===== src/rtl/seq_det_sched.sv =====
// Round-robin scheduler sharing one overlapping "1100" Mealy detector among
// four word sources; each granted word is shifted MSB-first and its matches counted.
module seq_det_sched #(
  parameter int W  = 8,
  parameter int CW = 4
) (
  input  logic           clk,
  input  logic           reset,
  input  logic [3:0]     req,
  input  logic [4*W-1:0] data_in,
  output logic [3:0]     grant,
  output logic           busy,
  output logic           ser_bit,
  output logic           ser_valid,
  output logic [CW-1:0]  match_cnt,
  output logic           done,
  output logic [1:0]     done_id
);

  localparam int BW = $clog2(W + 1);

  typedef enum logic [1:0] {IDLE, SHIFT, DONE} state_t;
  typedef enum logic [1:0] {D0, D1, D2, D3} det_t;

  state_t         state, state_next;
  det_t           det, det_next;
  logic           match;
  logic [W-1:0]   shreg;
  logic [BW-1:0]  bit_cnt;
  logic [1:0]     rr_ptr;
  logic [1:0]     owner;

  logic [W-1:0]   words [4];
  logic [3:0]     rot_req;
  logic [1:0]     offset;
  logic [1:0]     pick;
  logic           pick_valid;

  // rot_req[0] is the requester at rr_ptr, so the lowest set bit wins.
  for (genvar gi = 0; gi < 4; gi++) begin : g_req
    assign words[gi]   = data_in[gi*W +: W];
    assign rot_req[gi] = req[2'(gi) + rr_ptr];
  end

  always_comb begin
    offset     = 2'd0;
    pick_valid = 1'b0;
    for (int k = 3; k >= 0; k--) begin
      if (rot_req[k]) begin
        offset     = 2'(k);
        pick_valid = 1'b1;
      end
    end
    pick = rr_ptr + offset;
  end

  always_comb begin
    det_next = det;
    match    = 1'b0;
    case (det)
      D0: det_next = shreg[W-1] ? D1 : D0;
      D1: det_next = shreg[W-1] ? D2 : D0;
      D2: det_next = shreg[W-1] ? D2 : D3;
      D3: begin
        if (shreg[W-1]) begin
          det_next = D1;
        end else begin
          det_next = D0;
          match    = 1'b1;
        end
      end
      default: det_next = D0;
    endcase
  end

  always_comb begin
    state_next = state;
    case (state)
      IDLE:    if (pick_valid) state_next = SHIFT;
      SHIFT:   if (bit_cnt == BW'(W - 1)) state_next = DONE;
      DONE:    state_next = IDLE;
      default: state_next = IDLE;
    endcase
  end

  always_ff @(posedge clk or posedge reset) begin
    if (reset) begin
      state     <= IDLE;
      det       <= D0;
      shreg     <= '0;
      bit_cnt   <= '0;
      rr_ptr    <= 2'd0;
      owner     <= 2'd0;
      grant     <= 4'b0;
      match_cnt <= '0;
      done_id   <= 2'd0;
    end else begin
      state <= state_next;
      case (state)
        IDLE: begin
          if (pick_valid) begin
            grant     <= 4'b0001 << pick;
            owner     <= pick;
            shreg     <= words[pick];
            match_cnt <= '0;
            bit_cnt   <= '0;
            det       <= D0;
            rr_ptr    <= pick + 2'd1;
          end
        end
        SHIFT: begin
          shreg   <= shreg << 1;
          bit_cnt <= bit_cnt + BW'(1);
          det     <= det_next;
          if (match && (match_cnt != {CW{1'b1}}))
            match_cnt <= match_cnt + CW'(1);
          // done_id only moves at job end so it holds across the next E0.
          if (bit_cnt == BW'(W - 1))
            done_id <= owner;
        end
        DONE: grant <= 4'b0;
        default: grant <= 4'b0;
      endcase
    end
  end

  assign busy      = (state != IDLE);
  assign ser_valid = (state == SHIFT);
  assign ser_bit   = ser_valid & shreg[W-1];
  assign done      = (state == DONE);

endmodule


===== config.mk =====
export PLATFORM = sky130hd
export DESIGN_NAME = seq_det_sched
export DESIGN_NICKNAME = d
export VERILOG_FILES = /design/src/rtl/seq_det_sched.sv
export SDC_FILE = /design/constraint.sdc
export NUM_CORES = 1
export LEC_CHECK = 0
export CAP_MARGIN = 10
export CORE_MARGIN = 1
export CORE_UTILIZATION = 40
export CTS_CLUSTER_SIZE = 28
export DETAILED_ROUTE_END_ITERATION = 8
export PLACE_DENSITY = 0.65
export SYNTH_ARGS = -nofsm -noshare
export SYNTH_HDL_FRONTEND = slang
export SYNTH_SLANG_ARGS = --single-unit

===== constraint.sdc =====
create_clock -name clk -period 2.9 [get_ports clk]
set_clock_uncertainty 0.15 [all_clocks]
set_input_delay 0.29 -clock clk [delete_from_list [all_inputs] [get_ports clk]]
set_output_delay 0.29 -clock clk [all_outputs]
set_load 0.05 [all_outputs]

# == Yosys cells after proc, flatten, opt, wreduce, memory -nomap -nowiden ==
# Index checks and enable logic that the tools add are counted.
# op_classes
add_sub_neg,7
eq_ne,10
order_cmp,5
muxes,38
shift,1
bitwise,3
div,0
mul,0
n_reduce_logical,12
# op_table
op,n
2-to-1 mux 8 bit,3
case mux 4 bit (2 select lines),3
binary-select mux 8 bit (select 2 bit),1
2-to-1 mux 2 bit,8
case mux 8 bit (2 select lines),1
less-than comparator 2 x 3 -> 1 bit (second input constant),4
2-to-1 mux 1 bit,12
2-to-1 mux 4 bit,3
AND reduction 2 bit,5
adder 4 x 1 -> 4 bit (second input constant),2
binary-select mux 1 bit (select 2 bit),4
case mux 2 bit (2 select lines),2
== test 2 bit (second input constant),3
case mux 2 bit (3 select lines),1
adder 2 bit (first input constant),2
== test 2 x 1 -> 1 bit (second input constant),2
== test 4 x 3 -> 1 bit (second input constant),1
zero test 2 bit,2
!= test 2 x 1 -> 1 bit (second input constant),2
!= test 4 bit (second input constant),1
nonzero test 2 bit,2
left shift 1 x 2 -> 4 bit (first input constant),1
greater-or-equal comparator 3 bit (second input constant),1
NOT 2 -> 3 bit,1
other kinds (9),9
# totals
ramBits,0
regBits,30
output_inout_bits,14
latch_bits,0
mem_count,0
rom_bits,0

# == Logic depth before layout (Yosys ltp) ==
# depth
depth_word,14
mapped_depth,11

# == Worst setup path before layout ==
# OpenSTA, ideal clock, no wires.
# synth_path
path_type,flip-flop to flip-flop
start,reg rr_ptr[0]
end,reg shreg[1]
n_path_buf,3
stages_incl_launch_ff,9
t_arrival_ps,2352
setup_slack_ps,259
setup_time_ps,139
t_required_ps,2611
cell_sequence,dfrtp_1 -> clkbuf_1 -> or4_1 -> o2111ai_1 -> ha_1 -> buf_2 -> buf_1 -> mux2i_1 -> o221ai_1
# synth_via
elab_chain_len,14
elab_cells_between_ends,28
# synth_rtl
item,line,rtl
"start, declared",30,logic [1:0] rr_ptr;
"start signal, assigned",108,rr_ptr <= pick + 2'd1;
adder 2 bit,42,assign rot_req[gi] = req[2'(gi) + rr_ptr];
binary-select mux 1 bit (select 2 bit),42,
2-to-1 mux 1 bit (implied by the code),42,
2-to-1 mux 2 bit (4 in series),49,if (rot_req[k]) begin
adder 2 bit *,54,pick = rr_ptr + offset;
via pick[0],36,logic [1:0] pick;
NOT 2 -> 3 bit (implied by the code) *,104,shreg <= words[pick];
binary-select mux 8 bit (select 2 bit) *,104,
2-to-1 mux 8 bit (implied by the code) * (2 in series),104,
2-to-1 mux 8 bit *,101,if (pick_valid) begin
case mux 8 bit (2 select lines) *,99,case (state)
"end signal, assigned",104,
"end signal, assigned",112,shreg <= shreg << 1;
"end, declared",28,logic [W-1:0] shreg;
# Mark *: on every way through the listed nets, which the timed path passes. The rest lies on a longest branch. The select of a mux whose other input is x is not followed.
# A chain may end at the register's enable or synchronous reset.

# == Final worst setup path ==
# layout_path
start,reg rr_ptr[0]
end,reg shreg[7]
# Same word-level chain as after synthesis.

==> impl_metrics.yaml <==
logic_synthesis:
  yosysWarnings: 0
  syn-cell-area_um2: 1800
  async_flop_share: 1.00
  avgSynthCellArea_um2: 9.89
  synthTopCellsByArea: "dfrtp_1 (42%), mux2i_1 (8.3%), ha_1 (4.2%)"
  synth_top_area_share: 0.417
  synth_fp_nets: 226
  ys_ff_latch: 30
  synthCells: 182
  synth_cell_type_count: 44
  synth_edf_count: 0
  yosys.area.top_type: "dfrtp_1"
  ys.flop_type: "dfrtp_1"
  seq_area_frac_synth: 0.417
detailed_routing:
  vias: 1517
  first_pass_iters: 4
  antenna_left: 0
  via_per_inst: 5.18
  drtIter0Drc: 46
  wirelength_um: 3850
  met3_length_um: 149
  met1Wirelength_um: 1890
  wl_met2_um: 1760
  highest_layer: "met4"
  avgRoutedWirePerCell_um: 13.1
  route.detailed.drc: 0
die:
  die_area_um2: 4770
  die_height_um: 69.1
  rows: 24
  initial_core_util: 0.416
  io_pins: 52
  die_w_um: 69.1
  core_um2: 4320
placed_design:
  place_congestion: 0.755
  portBuffers: 51
  dp_hpwl_um: 2970
grt:
  antenna_found_initial: 0
  grt_overflow: 0
  grt_pass1_wl_um: 6810
  grt.total_usage: 0.177
  grt_pass1_vias: 1524
  grt_max_degree: 31
setup_path:
  arrival_ps: 2510
  slowest_stage: "mux4_1"
  crit_buf_inv: 0
  required_ps: 2920
  startpoint_type: "flop"
  path_cells: "or4_1 -> o2111ai_1 -> ha_1 -> mux4_1 -> a21o_1"
  endpoint_kind: "flop"
  crit_family: "multiplexers"
  critical_path_peak_fanout: 14
  timing.rr.end: "shreg[7]"
  rr_startpoint: "rr_ptr[0]"
  reg2reg_slack_ps: 410
  worstSetupPathType: "flop to flop"
  cpPeakStageDelay_ps: 580
  rr_worst_depth: 5
clocking:
  hold_buffers: 0
  clk_path_buf_depth: 2
  path_clk_slew_ps: 60
  root_buffer: "clkbuf_8"
  clock_latency_ps: 270
  htree_num_levels: 2
  clkSinkCount: 30
  cts_buffers: 5
  cts_tree: "yes"
  ctsResizeCount: 0
  post-cts-setup-buffer-count: 0
pwr:
  powerDensity_nw_per_um2: 1040
  p_sw_w: 0.00107
  switching_share: 0.411
  internal-power_w: 0.00154
  p_seq_frac: 0.275
  ir_drop_mv: 0.504
  clock_power_share: 0.160
  power.leakage_nw: 1.12
  combPwrFrac: 0.565
min_path:
  hold_path.class: "input port to async pin"
outcome:
  status: "finished clean"
timing:
  grt_setup_unrepaired: "no"
  worst_pin_slew_ps: 512
  setup_tns_ps: 0
  post-route-min-period_ps: 2490
  drv_slew: 0
  setup_viol: 0
  max_freq_mhz: 401
  finalHoldViolations: 0
  finalCritPeriodShare: 0.860
  slew_headroom: 0.658
cells_and_area:
  area_growth_pct: 39.7
  final_core_util: 0.581
  diodes: 0
  drive_gt1_frac: 0.120
  fin_nets: 285
job:
  drv_cap: 0
## power by group through the flow
| stage | Sequential (W) | Clock (W) | Combinational, W |
|---|---|---|---|
| floorplan | 0.000799 | 0 | 0.000986 |
| global placement | 0.000722 | 0 | 0.00146 |
| detailed placement | 0.000727 | 0 | 0.00148 |
| CTS | 0.000719 | 0.000427 | 0.00149 |
| global route | 0.000748 | 0.000448 | 0.00162 |
| finish | 0.000717 | 0.000419 | 0.00147 |
## worst register-to-register path: cells and delay by family, from the launching register on
kind                     cells  cell delay, ps
adder cells (fa/ha/maj)      1             270
AO/OA/AOI/OAI                2             290
AND/OR/NAND/NOR              1             570
flip-flops                   1             520
multiplexers                 1             580
## layout by cell type (no fill, tap or decap), types with 2 or more instances in the layout
master            n
or2_2             3
a22o_1            4
dfrtp_1          30
o221ai_1          6
clkdlybuf4s50_1  51
and3_1            7
a21oi_1           7
nor2_1           16
mux2i_1          15
o211ai_1          2
inv_1             6
o21ai_0          10
a32o_1            2
nor3_1            5
nand2b_1          2
buf_4            11
nand4_1           2
clkbuf_8          6
nand3_1           5
ha_1              6
nand2_1          15
o32ai_1           2
a21o_1            2
xnor2_1           3
mux2_2            4
## registers in the layout, summed over array words and instances, names as in the netlist
name / count
shreg: 8
match_cnt: 4
done_id: 2
bit_cnt: 4
det: 2
state: 2
rr_ptr: 2
owner: 2
grant: 4
## layout make-up
cell class,instances,area (um^2)
clock inverter,1,30.0
inverter,7,26.3
multi-input combinational,135,966
sequential,30,751
timing repair buffer,62,593
fill,395,1810
tap,52,65.1
clock buffer,6,82.6
## kinds of logic after synthesis
kind of cell / synth area share
AOI/OAI and AO/OA: 0.180
and+or+nand+nor: 0.163
muxes: 0.123
buffers and inverters: 0.0459
xor gates and xnor gates: 0.0285
adders and majority gates: 0.0417
DFF: 0.417
## synthesized netlist by cell type (2+ instances only)
master	count
a22o_1	4
nand3_1	5
a32o_1	2
o221ai_1	6
clkbuf_1	4
nor2_1	16
mux2_2	4
nand2_1	15
a21oi_1	7
or2_2	3
ha_1	6
buf_2	3
o21ai_0	10
xnor2_1	3
mux2i_1	15
dfrtp_1	30
and3_1	7
o211ai_1	2
nor3_1	5
o32ai_1	2
a21o_1	2
inv_1	6
buf_6	2
nand2b_1	2
nand4_1	2
## stage by stage
stage	total power [W]	std cells	hold WS [ps]	worst slack (ps)	instance area [um^2]
detailed placement	0.00221	286	309	154	2400
global route	0.00282	293	276	264	2510
floorplan	0.00179	182	231	259	1800
global placement	0.00219	286	307	195	2400
CTS	0.00264	293	247	391	2510
finish	0.00261	293	235	405	2510
## how the worst max path moves through the flow
stage,startpoint,end,depth (start not counted)
after global placement,req[3],shreg[7],8
after floorplan,rr_ptr[0],shreg[1],8
after detailed placement,req[3],shreg[7],8
final,rr_ptr[0],shreg[7],5
after global routing,rr_ptr[0],shreg[7],6
after CTS,rr_ptr[0],shreg[7],5
## layer usage
metal  global-route usage  up-vias
met1                0.237      688
met4               0.0680        0
met2                0.274       38
met5                    0        -
met3               0.0468        5
li1                     -      786
Power figures use the tool's default switching activity.
==> edit (same settings) <==
Re-encode `state_t` (3 states) as one-hot, 3 bits wide.
--- a/src/rtl/seq_det_sched.sv
+++ b/src/rtl/seq_det_sched.sv
@@ -19,7 +19,7 @@
 
   localparam int BW = $clog2(W + 1);
 
-  typedef enum logic [1:0] {IDLE, SHIFT, DONE} state_t;
+  typedef enum logic [2:0] {IDLE = 3'b001, SHIFT = 3'b010, DONE = 3'b100} state_t;
   typedef enum logic [1:0] {D0, D1, D2, D3} det_t;
 
   state_t         state, state_next;
Check against the original RTL: same outputs for any inputs over 10 cycles, from zero or initial values and one cycle with reset high; not proved beyond that.
==> edit against the original RTL <==
Via count is 21% higher; count of clock-buffer cells in the layout stayed put; wire length is 21% higher; sequential cell count is 1 higher; synthesized area is 9.6% higher; hold slack worse by 0.013 ns; global-route usage is 1.9 points higher; setup slack worse by 0.20 ns; synthesized cell count is 14% higher; highest routed layer unchanged; final area is 11% higher; power is 16% higher; die area is 9.3% higher.
==> edit: results (changes against the original RTL) <==
initial drt markers -> 101 (was 46)
peak supply drop -> 0.0004663 V (was 0.0005039 V)
GRT Util Overall -> 19.61% (was 17.71%)
top cells by count, synth -> 32 x nand2_1, 30 x dfrtp_1, 18 x nor2_1, 17 x mux2_2, 14 x a221oi_1 (was 30 x dfrtp_1, 16 x nor2_1, 15 x mux2i_1, 15 x nand2_1, 10 x o21ai_0)
Post-DP HPWL -> 3.458 mm (was 2.974 mm)
Critical Path Max Stage Delay -> 0.50 ns (was 0.58 ns)
Avg WL per Cell -> 13.78 um (was 13.15 um)
reg-to-reg endpoint -> shreg[1] (was shreg[7])
sequential fraction of the synthesis area -> 39.40% (was 41.72%)
slowest stage cell on the critical path -> clkdlybuf4s50_1 (was mux4_1)
Netlist cell types -> 45 (was 44)
vias in the first global route -> 1676 (was 1524)
CP startpoint -> req[2] (was rr_ptr[0])
outcome -> completed (unchanged)
async set-or-reset flop fraction in the synthesized netlist -> 100.0% (unchanged)
Worst Max-Slew Pin Slew -> 0.8894 ns (was 0.5117 ns)
Filler Cells Inserted -> 427 (was 395)
Net Count, Synth -> 252 (was 226)
layout cells sized above 1 -> 18.75% (was 12.03%)
worst reg2reg path startpoint -> rr_ptr[1] (was rr_ptr[0])
first-pass GRT wire length -> 7.859 mm (was 6.810 mm)
WP data arrival -> 2.67 ns (was 2.51 ns)
fin nets -> 315 (was 285)
largest net degree at the start of global routing -> 32 (was 31)
Final Wtd Congestion -> 0.8238 (was 0.7548)
r2r setup slk -> 0.31 ns (was 0.41 ns)
ranking of synthesized cells by area -> dfrtp_1 38%, mux2_2 9.7%, a221oi_1 6.2% (was dfrtp_1 42%, mux2i_1 8.3%, ha_1 4.2%)
worst skew pair latency -> 0.29 ns (was 0.27 ns)
vias post-DR -> 1835 (was 1517)
htree depth -> 2 (unchanged)
## edit: cell count changes after synthesis, moves of 4 or more
cell      unedited run  this run
nand2_1             15        32
mux2_2               4        17
and3_1               7         1
nor3_1               5         1
mux2i_1             15         4
a221oi_1             0        14
## edit: how the worst max path moves through the flow
stage	end	slack [ns]
final	shreg[1]	0.21
after global routing	shreg[7]	0.01
after CTS	shreg[7]	0.12
after detailed placement	shreg[7]	-0.17
after global placement	shreg[1]	-0.12
after floorplan	shreg[3]	0.24
## edit: layout make-up
type	instances	area [sq um]	share of cell area [%]
Multi-Input combinational cell	160	1127	40.49
Inverter	6	22.52	0.8090
Tap cell	67	83.83	3.011
Sequential cell	31	777.0	27.91
Timing Repair Buffer	67	655.6	23.55
Clock buffer	6	82.58	2.966
Clock inverter	2	35.03	1.258
## edit: per-stage QoR
step	cell area (sq um)	hold slack (ns)	setup TNS (ns)	instances	setup WS (ns)
2_1_floorplan	1972	0.2428	0	208	0.2393
5_1_grt	2784	0.2651	0	339	0.01241
3_5_place_dp	2655	0.3171	-0.9819	331	-0.1722
3_3_place_gp	2655	0.3173	-0.6762	331	-0.1208
6_report	2784	0.2225	0	339	0.2083
4_1_cts	2773	0.2372	0	339	0.1151
## edit: where the power goes
group / internal (mW) / switching [mW] / total, mW
registers: 0.604 / 0.129 / 0.733
logic: 0.867 / 0.995 / 1.86
clock network: 0.278 / 0.166 / 0.444
## edit: cell families (layout without fill, tap and decap cells)
kind of cell             Yosys count  after routing  share of synthesized area (%)
AO/OA/AOI/OAI                     55             55                          20.30
XOR/XNOR                           7              7                          3.490
adder cells (fa/ha/maj)            6              6                          3.807
buffers and inverters             17             81                          3.997
flip-flops                        31             31                          39.40
multiplexers                      21             21                          11.74
AND/OR/NAND/NOR                   71             71                          17.26
## edit: routing by layer
metal | vias up | global-route usage (%) | part of all wire [%]
li1 | 894 | - | -
met1 | 882 | 26.96 | 46
met2 | 53 | 29.28 | 48
met3 | 6 | 6.250 | 5.1
met4 | 0 | 6.536 | 0.94
met5 | - | 0 | 0
## edit: worst register-to-register path: stages, from the launching register on
cell and delay, ns:
dfrtp_1 0.40, nand2_1 0.06, a21oi_1 0.13, nor2_1 0.05, a211oi_1 0.21, a21oi_1 0.07
ha_1 0.35, buf_12 0.16, mux2_2 0.36, a221oi_1 0.33, o221ai_1 0.17
## edit: timing repair
item,4_1_cts,5_1_grt
hold endpoints to repair,0,0
setup endpoints to repair,0,9
gates resized for setup,0,3
